$ cat src/rtl/sdam_pkg.sv
// Shared definitions for the scl/sda address+data link master.
package sdam_pkg;

  localparam int unsigned ADDR_W     = 8;
  localparam int unsigned DATA_W     = 16;
  localparam int unsigned FRAME_BITS = 26;
  localparam int unsigned BIT_CNT_W  = 5;

  // Frame sequencer states, kept as plain constants for legacy tools.
  typedef logic [2:0] state_t;
  localparam state_t IDLE  = 3'd0;
  localparam state_t START = 3'd1;
  localparam state_t MARK  = 3'd2;
  localparam state_t ADDR  = 3'd3;
  localparam state_t DATA  = 3'd4;
  localparam state_t GAP   = 3'd5;

endpackage

$ cat src/rtl/sdam_rr_arb.sv
// Round-robin arbiter: searches from the pointer upward, wrapping, and
// returns a one-hot winner qualified by the sample strobe.
module sdam_rr_arb
  import sdam_pkg::*;
#(
  parameter int unsigned NUM_REQ = 4
) (
  input  logic [NUM_REQ-1:0]         i_req,
  input  logic [$clog2(NUM_REQ)-1:0] i_ptr,
  input  logic                       i_sample,
  output logic [NUM_REQ-1:0]         o_gnt,
  output logic                       o_valid
);

  logic [2*NUM_REQ-1:0] w_req_dbl;
  logic [NUM_REQ-1:0]   w_gnt;
  logic                 w_found;

  assign w_req_dbl = {i_req, i_req};

  // First asserted request at or after the pointer; doubling avoids a modulo on the lookup.
  always_comb begin
    w_gnt   = '0;
    w_found = 1'b0;
    for (int i = 0; i < NUM_REQ; i++) begin
      if (!w_found && w_req_dbl[int'(i_ptr) + i]) begin
        w_found = 1'b1;
        w_gnt[(int'(i_ptr) + i) % NUM_REQ] = 1'b1;
      end
    end
  end

  // Only report a winner on the sample strobe.
  always_comb begin
    o_gnt   = i_sample ? w_gnt : '0;
    o_valid = i_sample & w_found;
  end

endmodule

$ cat src/rtl/sdam_link_master.sv
// Transmit-side master for the two-wire scl/sda link: arbitrates requesters,
// latches the winner's address/data and serialises start, marker, address,
// data (LSB first) and an idle gap onto sda under a free-running scl.
module sdam_link_master
  import sdam_pkg::*;
#(
  parameter int unsigned NUM_REQ  = 4,
  parameter int unsigned CLK_DIV  = 2,
  parameter int unsigned GAP_BITS = 2
) (
  input  logic                      clk,
  input  logic                      reset_n,
  input  logic [NUM_REQ-1:0]        req,
  input  logic [NUM_REQ*ADDR_W-1:0] req_addr,
  input  logic [NUM_REQ*DATA_W-1:0] req_data,
  output logic [NUM_REQ-1:0]        gnt,
  output logic                      done,
  output logic                      busy,
  output logic                      scl,
  output logic                      sda
);

  localparam int unsigned PTR_W = $clog2(NUM_REQ);
  localparam int unsigned DIV_W = $clog2(CLK_DIV + 1);
  localparam int unsigned GAP_W = $clog2(GAP_BITS + 1);
  localparam logic [DIV_W-1:0]     DIV_LAST  = DIV_W'(CLK_DIV - 1);
  localparam logic [GAP_W-1:0]     GAP_LAST  = GAP_W'(GAP_BITS - 1);
  localparam logic [PTR_W-1:0]     PTR_LAST  = PTR_W'(NUM_REQ - 1);
  localparam logic [BIT_CNT_W-1:0] ADDR_LAST = BIT_CNT_W'(ADDR_W - 1);
  localparam logic [BIT_CNT_W-1:0] DATA_LAST = BIT_CNT_W'(DATA_W - 1);

  logic [DIV_W-1:0]         r_div_cnt;
  logic                     r_scl;
  logic                     r_sda;
  logic [NUM_REQ-1:0]       r_gnt;
  logic                     r_done;
  logic                     r_busy;
  state_t                   r_state;
  logic [BIT_CNT_W-1:0]     r_bit_cnt;
  logic [GAP_W-1:0]         r_gap_cnt;
  logic [PTR_W-1:0]         r_ptr;
  logic [ADDR_W+DATA_W-1:0] r_shift;

  logic               w_tick;
  logic               w_sample;
  logic [NUM_REQ-1:0] w_win;
  logic               w_valid;
  logic [PTR_W-1:0]   w_idx;
  logic [ADDR_W-1:0]  w_addr;
  logic [DATA_W-1:0]  w_data;

  // Bit boundary is the clk edge where scl falls; requests are sampled in IDLE or on the last gap bit.
  always_comb begin
    w_tick   = r_scl && (r_div_cnt == DIV_LAST);
    w_sample = w_tick && ((r_state == IDLE) || ((r_state == GAP) && (r_gap_cnt == GAP_LAST)));
  end

  sdam_rr_arb #(
    .NUM_REQ (NUM_REQ)
  ) u_arb (
    .i_req    (req),
    .i_ptr    (r_ptr),
    .i_sample (w_sample),
    .o_gnt    (w_win),
    .o_valid  (w_valid)
  );

  // Encode the one-hot winner and select its address/data.
  always_comb begin
    w_idx = '0;
    for (int i = 0; i < NUM_REQ; i++) begin
      if (w_win[i]) w_idx = PTR_W'(i);
    end
    w_addr = req_addr[w_idx*ADDR_W +: ADDR_W];
    w_data = req_data[w_idx*DATA_W +: DATA_W];
  end

  // Free-running scl divider: CLK_DIV clks low, then CLK_DIV clks high.
  always_ff @(posedge clk or negedge reset_n) begin
    if (!reset_n) begin
      r_div_cnt <= '0;
      r_scl     <= 1'b0;
    end else if (r_div_cnt == DIV_LAST) begin
      r_div_cnt <= '0;
      r_scl     <= ~r_scl;
    end else begin
      r_div_cnt <= r_div_cnt + 1'b1;
    end
  end

  // Frame sequencer: all sda changes land on a tick so sda is stable at scl rise.
  always_ff @(posedge clk or negedge reset_n) begin
    if (!reset_n) begin
      r_sda     <= 1'b1;
      r_gnt     <= '0;
      r_done    <= 1'b0;
      r_busy    <= 1'b0;
      r_state   <= IDLE;
      r_bit_cnt <= '0;
      r_gap_cnt <= '0;
      r_ptr     <= '0;
      r_shift   <= '0;
    end else begin
      r_gnt  <= '0;
      r_done <= 1'b0;
      if (w_tick) begin
        if (w_valid) begin
          // Grant: latch the winner so later input changes cannot reach the frame.
          r_gnt     <= w_win;
          r_shift   <= {w_data, w_addr};
          r_ptr     <= (w_idx == PTR_LAST) ? '0 : w_idx + 1'b1;
          r_busy    <= 1'b1;
          r_sda     <= 1'b0;
          r_state   <= START;
          r_bit_cnt <= '0;
          r_gap_cnt <= '0;
        end else begin
          unique case (r_state)
            IDLE: r_sda <= 1'b1;
            START: begin
              r_sda   <= 1'b1;
              r_state <= MARK;
            end
            MARK: begin
              r_sda     <= r_shift[0];
              r_shift   <= r_shift >> 1;
              r_bit_cnt <= '0;
              r_state   <= ADDR;
            end
            ADDR: begin
              // After addr[7] the shifter already presents data[0].
              r_sda     <= r_shift[0];
              r_shift   <= r_shift >> 1;
              r_bit_cnt <= (r_bit_cnt == ADDR_LAST) ? '0 : r_bit_cnt + 1'b1;
              if (r_bit_cnt == ADDR_LAST) r_state <= DATA;
            end
            DATA: begin
              if (r_bit_cnt == DATA_LAST) begin
                r_done    <= 1'b1;
                r_sda     <= 1'b1;
                r_gap_cnt <= '0;
                r_state   <= GAP;
              end else begin
                r_sda     <= r_shift[0];
                r_shift   <= r_shift >> 1;
                r_bit_cnt <= r_bit_cnt + 1'b1;
              end
            end
            GAP: begin
              if (r_gap_cnt == GAP_LAST) begin
                r_busy  <= 1'b0;
                r_state <= IDLE;
              end else begin
                r_gap_cnt <= r_gap_cnt + 1'b1;
              end
            end
            default: begin
              r_sda   <= 1'b1;
              r_busy  <= 1'b0;
              r_state <= IDLE;
            end
          endcase
        end
      end
    end
  end

  assign gnt  = r_gnt;
  assign done = r_done;
  assign busy = r_busy;
  assign scl  = r_scl;
  assign sda  = r_sda;

endmodule

$ cat config.mk
export PLATFORM = sky130hd
export DESIGN_NAME = sdam_link_master
export DESIGN_NICKNAME = d
export VERILOG_FILES = /design/src/rtl/sdam_pkg.sv /design/src/rtl/sdam_rr_arb.sv /design/src/rtl/sdam_link_master.sv
export SDC_FILE = /design/constraint.sdc
export NUM_CORES = 1
export LEC_CHECK = 0
export CORE_MARGIN = 1.5
export CORE_UTILIZATION = 38
export CTS_CLUSTER_DIAMETER = 50
export DETAILED_ROUTE_END_ITERATION = 8
export GPL_ROUTABILITY_DRIVEN = 0
export PLACE_DENSITY = 0.69
export SLEW_MARGIN = 10
export SYNTH_ARGS = -nofsm -noshare
export SYNTH_HDL_FRONTEND = slang
export SYNTH_SLANG_ARGS = --single-unit
$ cat constraint.sdc
create_clock -name clk -period 8.79 [get_ports clk]
set_input_delay 2.1975 -clock clk [delete_from_list [all_inputs] [get_ports clk]]
set_output_delay 2.1975 -clock clk [all_outputs]
set_load 0.01 [all_outputs]
==> results of run 1 <==
cells in the mapped netlist, drive strengths merged (4+ instances only):
library cell / number
mux2i: 32
nor2b: 8
nor2: 19
dfrtp: 45
o21ai: 51
nand2: 63
a22o: 4
a221oi: 23
clkbuf: 9
nand2b: 4
o22ai: 5
buf: 13
inv: 13
a21o: 4
nor3: 5
ha: 10
a21oi: 9
metrics by stage:
step                      cell area [um^2]  std cells  util (%)  hold WS [ps]
after floorplan                       3370        359         -           438
after global placement                4460        558      51.7           454
after detailed placement              4460        558      51.7           457
after CTS                             4570        566      53.0           468
after global routing                  4570        566      53.0           477
final                                 4570        566      53.0           466
worst paths after layout:
check | startpoint | to | slack (ps) | cells after the start
setup / recovery | req[0] | r_shift[1] | 3670 | 9
hold / removal | sda | sda | 470 | 2
setup reg to reg | r_ptr[0] | r_shift[1] | 4760 | 10
hold reg to reg | sda | sda | 470 | 2
max in group asynchronous | reset_n | r_ptr[1] | 6080 | 1
min in group asynchronous | reset_n | r_shift[6] | 2080 | 1
worst reg2reg max path: stages (launching register included):
cell and delay [ps]:
dfrtp_1 670, inv_1 200, ha_1 490, mux4_2 610, or3b_1 370, a21o_1 210
a31oi_4 170, buf_4 440, nand2b_1 190, or2_2 400, o21ai_0 160
report_power, final:
part | internal, uW | switching (uW) | total, uW
sequential | 213 | 3.08 | 216
clock | 84.9 | 73.3 | 158
combinational | 56.3 | 33.5 | 89.7
cells by family (layout without fill, tap and decap cells):
logic type,count (synthesis),in the layout
and+or+nand+nor,116,116
adders and majority gates,10,10
xor gates and xnor gates,1,1
buffers and inverters,35,134
muxes,35,35
DFF,46,46
AOI/OAI and AO/OA,116,116
registers in the layout, indices dropped and copies added (netlist names):
signal and count:
done 1, r_div_cnt 2, gnt 4, scl 1
r_state 3, r_ptr 2, r_gap_cnt 2, r_bit_cnt 5
r_shift 24, busy 1, sda 1
placed cells by master, fill, tap and decap left out, types with 8 or more instances in the layout:
cell type / netlist / layout
nand2_1: 63 / 63
o21ai_1: 20 / 20
dfrtp_1: 45 / 45
a21oi_1: 8 / 8
clkdlybuf4s50_1: 0 / 108
nor2_1: 19 / 18
o21ai_0: 31 / 31
nor2b_1: 8 / 8
mux2i_1: 32 / 32
ha_1: 10 / 10
inv_1: 13 / 13
a221oi_2: 20 / 20
layout make-up:
type / instances / share of cell area (%)
Clock buffer: 6 / 1.59
Clock inverter: 2 / 0.821
Inverter: 13 / 1.07
Multi-Input combinational cell: 278 / 44.0
Sequential cell: 46 / 25.2
Tap cell: 108 / 2.95
Timing Repair Buffer: 113 / 24.4
layer usage:
layer / wire length [um] / share of wire [%] / track usage [%]
met1: 3580 / 43 / 22.4
met2: 4300 / 51 / 32.3
met3: 304 / 3.6 / 2.73
met4: 190 / 2.3 / 6.13
met5: 0 / 0 / 0
==> metrics.txt, run 1 <==
Overall Power=around 460 uW; Synthesis Warnings=0; WL/cell=14.8 um; Layout Nets=~570; Placeable Area=between 8000 and 9000 um^2; Mapped Area=between 3000 and 4000 um^2; die area=between 9000 and 10000 um^2; clock buffer depth=2; Max Fanout on Critical Path=30; FMAX=around 200 MHz; cell taking the most area after synthesis=dfrtp_1; H-tree Lvls=2; Buffers & Inverters on Critical Path=2; diode count=0; antenna violations before repair=0; Total Routing Usage GR=a little under a fifth; Reg area=approximately 1200 um^2; CP Launch Type=primary input; #FFs+latches synth=46; mux cell area share after synthesis=between 10% and 20%; critical path endpoint category=register; clk_skew=5.81 ps; initial core utilization=about two fifths; post-place setup slack=3300 ps; via count=around 3000; RSZ-0062 raised after global routing=no; critical path data arrival time=~5300 ps; max-slew violations=0; worst endpoint required time=between 8000 and 9000 ps; Yosys top cell area share=between 30 and 40%; Post-synth ARST share=100%; CTS Hold Bufs=0; 1st-pass router iterations=4; Area Overhead vs Synth=35.9%; Post-synth EDFFs=0; Post-Synthesis Cells=359; Final Cycle Share=around three fifths; Post-Route WL=roughly 8400 um; status=finished, final reports clean; TritonCTS clock tree=done; Netlist cell types=57; setup_tns=0 ps; antenna-violating nets left=0; post-synthesis compound-gate area fraction=approximately 28%; largest net degree at the start of global routing=52; Leak Pwr=0.00181 uW; vias in the first global route=roughly 3000; Filler cells=approximately 800; Final Hold Vio Count=0; chip width=between 90 and 100 um; syn avg cell area=9.38 um^2; Synth Area in Adders=around 3.7%; ys flop type=dfrtp_1; fin worst setup slack=about 3700 ps; Via density=approximately 5.3; DRT iter0 DRCs=~140; Area contributors post-synth=dfrtp_1, mux2i_1, a221oi_2, nand2_1, o21ai_0; Final min period=around 5000 ps; sequential share of the synthesized area=about 34%; clock sink count=between 40 and 50; Multi-input gate area=a little over 2000 um^2; Setup Crit Path Kind=primary input to register; DPL Wire Length=about 6300 um; boundary pin count=between 100 and 150; Die Ht=roughly 100 um; CTS clock-pin slew for the worst setup and hold paths=90 ps; Port Buf Inserts=between 100 and 150; Worst Hold Class=register to register; TritonCTS Buffers=5; Final setup viols=0; largest family of logic cells by synthesized area=compound AO/OA/AOI/OAI gates; worst skew pair latency=300 ps; Slew headroom=17.0%; critical-path cell list=clkdlybuf4s50_1, mux4_2, or3b_1, a21o_1, a31oi_4, buf_4, nand2b_1, or2_2, o21ai_0; Max Cap Viol=0; Synth Area in Simple Gates=roughly 16%; drt drc=0; XOR/XNOR Fraction of Synth Area=less than 1%; slowest stage delay, CP=between 500 and 600 ps; Crit path max-delay family=buffers and inverters; Post-Synthesis Net Count=471; PostCTS Resize Cnt=0; CTS root buffer=clkbuf_8; std cell rows=34; worst ir drop on vdd=between 0.05 and 0.06 mV; GRT Residual Overflow=0; Setup Buffers After CTS=0; Worst-Margin Slew=roughly 1200 ps; share of layout cells above drive strength 1=about a tenth; slowest CP cell=mux4_2; first-pass GRT wire length=about 14000 um; total power per unit cell area=between 100 and 150 nW/um^2
(Power assumes the default switching activity.)
==> run 2, diff against run 1 <==
- clock period: 8.79 -> 4.77 ns (I/O delays scaled with it)
==> metrics.txt, run 2 (synthesis gave the netlist of run 1 again) <==
uppermost layer routed=met4; clock sink count=46 (unchanged); Filler cells=784 (-1.0%); most frequent cells in the layout=clkdlybuf4s50_1, nand2_1, dfrtp_1, mux2i_1, o21ai_0; Die Ht=97.1 um (unchanged); TritonCTS clock tree=done; share of layout cells above drive strength 1=10.8% (+0.80 points); boundary pin count=110 (unchanged); FF-to-FF path depth=9 (-1); Area Overhead vs Synth=36.6%; worst skew pair latency=310 ps (about the same); hold slack final=478 ps (+12.1 ps); Final min period=about 3800 ps; FMAX=about 260 MHz; DPL Wire Length=6620 um (+5.0%); Layout Nets=572 (+0.53%); worst endpoint required time=5010 ps (-3960 ps); hold endpoint=sda; critical path endpoint category=register; setup_tns=0 ps (unchanged); worst ir drop on vdd=0.111 mV (+110%); critical-path cell list=clkdlybuf4s50_1, or3b_4, a2111oi_4, o21ai_0, o21a_1, nor3_4, buf_4, a221oi_2, o21ai_1; vias in the first global route=3068 (+2.0%); Max Cap Viol=0 (unchanged); via count=3043 (+0.63%); wire length on met3=269 um (-12%); Met2 Routed Length=4620 um (+7.3%); Worst R2R End=r_shift[0]; critical path data arrival time=4060 ps (-1240 ps); die area=9430 um^2 (unchanged); clk_skew=10.4 ps (+4.54 ps); Total Routing Usage GR=18.8% (+0.67 points); CTS Hold Bufs=0 (unchanged); Max Fanout on Critical Path=13 (-57%); antenna violations before repair=0 (unchanged); 1st-pass router iterations=4 (unchanged); chip width=97.1 um (unchanged); total power per unit cell area=188 nW/um^2 (+85%); Reg with most FFs=r_shift; status=finished, final reports clean; wl on met1=3650 um (+2.0%); Multi-input gate area=2010 um^2 (unchanged); Hold Path Stages=2 (unchanged); CTS clock-pin slew for the worst setup and hold paths=100 ps (about the same); Worst-Margin Slew=1030 ps (-186 ps); GRT Residual Overflow=0 (unchanged); Setup Crit Path Kind=primary input to register; PostCTS Resize Cnt=0 (unchanged); Slew headroom=29.7% (+13 points); drt drc=0 (unchanged); most common cell after layout, fill and taps aside=clkdlybuf4s50_1; Hold Crit Start=sda; std cell rows=34 (unchanged); Leak Pwr=0.00182 uW (+0.81%); max reg flops=24 (unchanged); CTS root buffer=clkbuf_8; Worst Hold Class=register to register; TritonCTS Buffers=5 (unchanged); slowest CP cell=clkdlybuf4s50_1; max-slew violations=0 (unchanged); Via density=5.35 (about the same); Reg area=1150 um^2 (unchanged); WL/cell=15.3 um (+3.1%); DRT iter0 DRCs=91 (-36%); reg2reg setup slack=1050 ps (-3710 ps); clock buffer depth=2 (unchanged); CP Launch Type=primary input; worst r2r src=r_ptr[0]; largest net degree at the start of global routing=52 (unchanged); first-pass GRT wire length=14600 um (+4.2%); diode count=0 (unchanged); initial core utilization=39.0% (unchanged); Setup Buffers After CTS=0 (unchanged); RSZ-0062 raised after global routing=no; antenna-violating nets left=0 (unchanged); Placeable Area=8640 um^2 (unchanged); Port Buf Inserts=109 (unchanged); Final Cycle Share=80.2%; Final setup viols=0 (unchanged); slowest stage delay, CP=600 ps (about the same); H-tree Lvls=2 (unchanged); Post-Route WL=8680 um (+3.7%); Final Hold Vio Count=0 (unchanged)
==> run 2: worst max path at each step <==
stage / from / end / slack [ps] / depth (start not counted)
2_1_floorplan: r_ptr[0] / r_shift[10] / 1670 / 11
3_3_place_gp: req[3] / r_shift[10] / 700 / 9
3_5_place_dp: req[3] / r_shift[10] / 590 / 9
4_1_cts: req[3] / r_shift[10] / 960 / 9
5_1_grt: r_ptr[0] / r_shift[0] / 740 / 9
6_report: req[3] / r_shift[10] / 950 / 9
==> run 2: metal layers <==
layer / global-route usage (%) / vias up
met2: 34.2 / 70
met1: 23.1 / 1449
met5: 0 / -
met3: 2.23 / 10
li1: - / 1514
met4: 6.13 / 0
==> run 2: worst max-delay path, delay by kind of cell <==
kind | cells | cell delay [ps]
buffers and inverters | 2 | 960
and+or+nand+nor | 2 | 950
AOI/OAI and AO/OA | 5 | 940
==> run 2: power by group <==
| part | switching, uW | leakage, uW | internal (uW) |
|---|---|---|---|
| registers | 5.75 | 0.000550 | 393 |
| clock network | 143 | 0.0000504 | 156 |
| logic | 62.6 | 0.00122 | 104 |
==> run 2: cell type report <==
cell class / instances / share of cell area [%]
Clock buffer: 5 / 1.50
Clock inverter: 3 / 0.979
Inverter: 13 / 1.06
Multi-Input combinational cell: 278 / 43.7
Sequential cell: 46 / 25.0
Tap cell: 108 / 2.94
Timing Repair Buffer: 116 / 24.7
==> run 2: stage by stage <==
stage               worst slack, ps  total power (uW)  utilization [%]  area, um^2  instances
floorplan                      1670               463                -        3370        359
global placement                701               570             52.0        4490        561
detailed placement              595               574             52.0        4490        561
CTS                             958               873             53.3        4600        569
global route                    741               905             53.3        4600        569
finish                          946               865             53.3        4600        569
==> run 3, diff against run 2 <==
- clock period: 4.77 -> 3.86 ns (I/O delays scaled with it)
==> metrics.txt, run 3 (synthesis gave the netlist of run 1 again) <==
status=finished, final reports clean; Die Ht=97.1 um (unchanged); Area Overhead vs Synth=40.7%; Multi-input gate area=2010 um^2 (unchanged); worst r2r src=r_ptr[1]; H-tree Lvls=2 (unchanged); Port Buf Inserts=109 (unchanged); Placed Area=4590 um^2 (+2.4%); TritonCTS Buffers=5 (unchanged); Placeable Area=8640 um^2 (unchanged); Overall Power=1010 uW (+16%); vias in the first global route=3034 (-1.1%); antenna-violating nets left=0 (unchanged); antenna violations before repair=0 (unchanged); via count=3110 (+2.2%); crit path to=r_shift[0]; WL/cell=14.9 um (-2.5%); critical path endpoint category=register; Reg area=1150 um^2 (unchanged); DPL Wire Length=6590 um (-0.44%); critical path data arrival time=3770 ps (-290 ps); GRT Residual Overflow=0 (unchanged); FF-to-FF path depth=10 (+1); clk_skew=11.3 ps (+0.978 ps); fin worst setup slack=303 ps (-643 ps); reg2reg setup slack=310 ps (-740 ps); share of layout cells above drive strength 1=13.4% (+2.6 points); CP Launch Type=primary input; initial core utilization=39.0% (unchanged); Filler cells=802 (+2.3%); clock sink count=46 (unchanged); 1st-pass router iterations=4 (unchanged); Final setup viols=0 (unchanged); Via density=5.33 (-0.42%); first-pass GRT wire length=14100 um (-3.5%); Final Cycle Share=92.1%; total power per unit cell area=212 nW/um^2 (+13%); TritonCTS clock tree=done; Post-Route WL=8690 um (about the same); Setup Crit Path Kind=primary input to register; CTS root buffer=clkbuf_8; Worst-Margin Slew=1030 ps (+5.24 ps); diode count=0 (unchanged); Max Fanout on Critical Path=20 (+7); Slew headroom=31.1% (+1.4 points); chip width=97.1 um (unchanged); Worst Hold Class=register to register; Layout Nets=587 (+2.6%); PostCTS Resize Cnt=0 (unchanged); most frequent cells in the layout=clkdlybuf4s50_1, nand2_1, dfrtp_1, mux2i_1, o21ai_0; most common cell after layout, fill and taps aside=clkdlybuf4s50_1; drt drc=0 (unchanged); worst ir drop on vdd=0.117 mV (+5.4%); FMAX=between 200 and 300 MHz; RSZ-0062 raised after global routing=no; max-slew violations=0 (unchanged); DRT iter0 DRCs=96 (+5.5%); Reg with most FFs=r_shift; Max Cap Viol=0 (unchanged); max reg flops=24 (unchanged); design area=4740 um^2 (+2.9%); Leak Pwr=0.00190 uW (+4.6%); Worst R2R End=r_shift[0]; Final Hold Vio Count=0 (unchanged); Total Routing Usage GR=18.2% (-0.56 points); post-place setup slack=-202 ps (-797 ps); worst skew pair latency=300 ps (about the same); worst endpoint required time=4080 ps (-930 ps); Final min period=roughly 3600 ps; boundary pin count=110 (unchanged); CP Launch Point=req[0]; std cell rows=34 (unchanged); clock buffer depth=2 (unchanged); setup_tns=0 ps (unchanged); largest net degree at the start of global routing=47 (-9.6%); CTS clock-pin slew for the worst setup and hold paths=90 ps (about the same); die area=9430 um^2 (unchanged)
[run 3: area by class of cell]
cell class	instances	area share [%]
Clock buffer	6	1.53
Inverter	13	1.03
Sequential cell	46	24.3
Timing Repair Buffer	131	27.5
Tap cell	108	2.85
Multi-Input combinational cell	278	42.5
Clock inverter	2	0.291
[run 3: worst min path at each step]
stage	startpoint	cells after the start	slack [ps]	end
floorplan	r_div_cnt[0]	1	440	r_div_cnt[0]
global placement	r_div_cnt[0]	1	450	r_div_cnt[0]
detailed placement	sda	2	470	sda
finish	sda	2	470	sda
CTS	sda	2	480	sda
global route	sda	2	490	sda
[run 3: worst max-delay path, cell delays in order]
cell,delay [ps]
clkdlybuf4s50_1,560
mux4_2,590
or3b_1,370
a21o_1,210
a31oi_4,220
buf_4,230
buf_4,350
a221oi_1,150
o21ai_0,110
[run 3: what timing repair did]
action | 4_1_cts | 5_1_grt
setup buffers | 0 | 4
hold buffers | 0 | 0
endpoints found under the setup margin | 0 | 4
[run 3: routing by layer]
metal	share of wire [%]	track usage, %
met5	0	0
met4	2.2	5.57
met3	3.3	2.59
met2	52	32.2
met1	42	23.1
[run 3: metrics by stage]
| step | utilization (%) | instances | hold slack [ps] |
|---|---|---|---|
| 2_1_floorplan | - | 359 | 438 |
| 3_3_place_gp | 53.2 | 572 | 450 |
| 3_5_place_dp | 53.2 | 572 | 465 |
| 4_1_cts | 54.2 | 580 | 478 |
| 5_1_grt | 54.8 | 584 | 493 |
| 6_report | 54.8 | 584 | 469 |
[run 3: power by group]
group / switching, uW / internal [uW]
sequential: 4.71 / 486
combinational: 80.6 / 137
clock: 170 / 128
total: 255 / 750
==> patch 1 (settings of run 3) <==
`NUM_REQ` is set to 4 in 2 places; all go to 2.
--- a/src/rtl/sdam_rr_arb.sv
+++ b/src/rtl/sdam_rr_arb.sv
@@ -5,3 +5,3 @@
 #(
-  parameter int unsigned NUM_REQ = 4
+  parameter int unsigned NUM_REQ = 2
 ) (
--- a/src/rtl/sdam_link_master.sv
+++ b/src/rtl/sdam_link_master.sv
@@ -6,3 +6,3 @@
 #(
-  parameter int unsigned NUM_REQ  = 4,
+  parameter int unsigned NUM_REQ  = 2,
   parameter int unsigned CLK_DIV  = 2,
Ports: changed (resized gnt, req, req_addr and req_data); port bits go from 110 to 58. The function was not compared with the original's and may differ.
==> patch 1 against run 3 <==
Sequential cell count decreased by 3; design area decreased by 36%; worst setup slack improved by 0.71 ns; synthesized area decreased by 31%; clock skew decreased by 0.0090 ns; power decreased by 9.7%; critical path depth decreased by 1; wire length decreased by 41%; largest cell class unchanged; largest power group unchanged.
==> patch 1: results <==
[worst_setup_path]
cp.arrival_ns = 3.08
critPathMaxFanout = 24
crit_path_top_delay_cell = "or4b_1"
rr_worst_depth = 8
cpPeakStageDelay_ns = 0.53

[logic_synthesis]
yosys-top-cells-area = "dfrtp_1, nand2_1, a211oi_1"
synth_compound_area_share_pct = 22.02
synthAdderAreaFrac_pct = 1.611
syn_inst = 263
seq_area_frac_synth_pct = 46.24
ys_types = 42
syn_nets = 318

[routing]
wirelength_um = 5159
vias = 2063
wl_per_cell_um = 13.23
drt_iter0_drc = 143

[pwr]
ir_worst_vdd_mv = 0.1326
cellLeakagePower_nw = 1.340

[global_routing]
grt_pass1_wl_um = 8680
grt_max_degree = 50
grt_pass1_vias = 1862
grt_use_total_pct = 16.86

[placed_design]
place_hpwl_um = 3564
placed_area_um2 = 2938
dp_cells = 382
pre_cts_ws_ns = 1.015

[finish]
fillers = 560
nets = 369

[status]
status = "finished, final reports clean"

[sta]
max-slew-margin-rel_pct = 38.08
final.setup_skew_ns = 0.002327
patch 1: worst max-delay path: cells and delay by family (launching register included):
kind | cells | cell delay [ns]
flops | 1 | 0.41
simple gates | 4 | 1.30
fa+ha+maj | 2 | 0.43
compound gates | 2 | 0.65
patch 1: final timing paths:
kind,start,end,slack (ns)
min in group asynchronous,reset_n,scl,0.81
worst min register to register,r_div_cnt[0],r_div_cnt[0],0.47
worst max-delay path,r_bit_cnt[0],r_bit_cnt[2],1.01
worst max register to register,r_bit_cnt[0],r_bit_cnt[2],1.01
max in group asynchronous,reset_n,r_shift[6],2.47
worst min-delay path,r_div_cnt[0],r_div_cnt[0],0.47
patch 1: power by group:
part	internal [mW]	switching (mW)	total, mW
Combinational	0.0723	0.0506	0.123
Clock	0.163	0.146	0.309
Sequential	0.467	0.00825	0.475
Total	0.703	0.205	0.908
patch 1: cell type report:
class / instances / area share, %
inverter: 7 / 0.8649
clock buffer: 8 / 3.295
timing repair buffer: 60 / 19.36
multi-input combinational: 197 / 37.93
sequential: 43 / 35.46
tap: 75 / 3.089
patch 1: metal layers:
| metal | up-vias | part of all wire, % | track usage, % |
|---|---|---|---|
| met2 | 47 | 45 | 25.37 |
| met5 | - | 0 | 0 |
| met4 | 0 | 1.2 | 5.690 |
| met1 | 971 | 50 | 24.70 |
| li1 | 1037 | - | - |
| met3 | 8 | 3.8 | 2.247 |
patch 1: logic make-up (layout without fill, tap and decap cells):
kind of cell,Yosys count,in the layout
AND/OR/NAND/NOR,116,116
flip-flops,43,43
multiplexers,1,1
buffers and inverters,23,75
AO/OA/AOI/OAI,76,76
XOR/XNOR,1,1
adder cells (fa/ha/maj),3,3
==> patch 2 (config.mk and constraints of run 3) <==
Without the edit above. Compare `r_bit_cnt` against `DATA_LAST` with >= in place of ==.
--- a/src/rtl/sdam_link_master.sv
+++ b/src/rtl/sdam_link_master.sv
@@ -137,3 +137,3 @@
             DATA: begin
-              if (r_bit_cnt == DATA_LAST) begin
+              if (r_bit_cnt >= DATA_LAST) begin
                 r_done    <= 1'b1;
Check against the original RTL: no difference found for any inputs over 10 cycles, from zero or initial values and one cycle with reset_n low; that may be too few to reach the edited logic, so the function may still have changed.
==> patch 2 against run 3 <==
Wire length grew 5.5%; sequential cell count is the same; worst setup slack lost 0.012 ns; highest routed layer unchanged; critical path depth is the same; global-route usage grew 0.44 points; count of clock-buffer cells in the layout grew 1; clock skew grew 0.0016 ns; largest power group unchanged; die area grew 3.7%; sequential power shrank 2%; power shrank 3.0%; first-iteration DRC count grew 63%; synthesized area grew 3.8%; the run now ends with design-rule violations left; design area grew 3.0%.
==> patch 2: results <==
[status]
status = "finished, violations left"
violations = "design-rule violations"

[logic_synthesis]
avgSynthCellArea_um2 = 9.738
synthXorXnorAreaFrac_pct = 0.7516
yosys-top-cells-area = "dfrtp_1, mux2i_1, a221oi_2"
synth_commonest_cells = "mux2i_1, dfrtp_1, nand2_1, nor2_1, nand2b_1"
ys_types = 57
synthAdderAreaFrac_pct = 3.579
synth_mux_area_share_pct = 20.04
synth_top_area_share_pct = 32.21
seq_area_frac_synth_pct = 32.96

[finish]
fin_cells = 582
nets = 585
drive_gt1_share_pct = 12.45
largest_register = "r_shift"
fillers = 800

[worst_setup_path]
critPathMaxFanout = 9
cp.arrival_ns = 3.74
startpoint = "req[1]"
crit_family = "compound AO/OA/AOI/OAI gates"
crit_path_top_delay_cell = "clkdlybuf4s50_1"
rrSetupSlack_ns = 0.42
cpPeakStageDelay_ns = 0.65
worstReg2RegEnd = "r_shift[23]"

[clocking]
htree_levels = 2
cts-root-buf = "clkbuf_8"

[pwr]
cellLeakagePower_nw = 2.124
ir_worst_vdd_mv = 0.1255

[routing]
drt_pass1_iterations = 6
vias = 3232
wl_per_cell_um = 15.75
drc = 3
drt_iter0_drc = 156

[placed_design]
place_hpwl_um = 7210
placed_area_um2 = 4785
dp_cells = 574
pre_cts_ws_ns = 0.009753

[global_routing]
gr-usage-met3_pct = 4.894
grt_pass1_wl_um = 14920
use_met1_pct = 22.30
grt_use_total_pct = 18.69

[sta]
fin_crit_sh_pct = 92.46
final.setup_skew_ns = 0.01297
max-slew-margin-rel_pct = 31.12

[worst_hold_path]
min_from = "r_div_cnt[0]"
## patch 2: kinds of logic after synthesis
logic type / after synthesis
fa+ha+maj: 10
xor+xnor: 3
buf+inv: 40
flops: 46
simple gates: 102
mux: 66
compound gates: 92
## patch 2: power by group
group	leakage, nW	internal, mW	switching, mW
logic	1.47	0.121	0.0630
clock network	0.0482	0.145	0.165
registers	0.604	0.481	0
total	2.12	0.747	0.228
## patch 2: worst min path at each step
stage,end,slack (ns),cells after the start
floorplan,r_div_cnt[0],0.42,1
global placement,r_div_cnt[0],0.43,1
detailed placement,r_div_cnt[0],0.44,1
CTS,r_div_cnt[0],0.45,1
global route,r_div_cnt[0],0.49,1
finish,r_div_cnt[0],0.46,1
## patch 2: routing by layer
layer | wire, µm | up-vias
met3 | 608 | 14
li1 | - | 1578
met1 | 3798 | 1530
met5 | 0 | -
met4 | 169 | 0
met2 | 4590 | 110
## patch 2: final cells by class
type	count	area, µm²	area share [%]
clock buffer	7	86.33	1.771
clock inverter	1	5.005	0.1026
inverter	17	63.81	1.309
multi-input combinational	273	2152	44.14
sequential	46	1152	23.63
tap	108	135.1	2.771
timing repair buffer	130	1281	26.28
## patch 2: per-stage QoR
step | total power [mW] | utilization [%]
2_1_floorplan | 0.5486 | -
3_3_place_gp | 0.6740 | 54.33
3_5_place_dp | 0.6765 | 54.33
4_1_cts | 0.9848 | 55.37
5_1_grt | 1.013 | 55.37
6_report | 0.9750 | 55.37
## patch 2: worst reg2reg max path: stages, from the launching register on
cell     delay, ns
dfrtp_1       0.59
inv_1         0.17
ha_1          0.46
mux4_2        0.62
nor3b_1       0.34
o22ai_1       0.16
a21oi_1       0.16
buf_4         0.15
a21oi_4       0.04
mux2_1        0.32
a221o_1       0.32
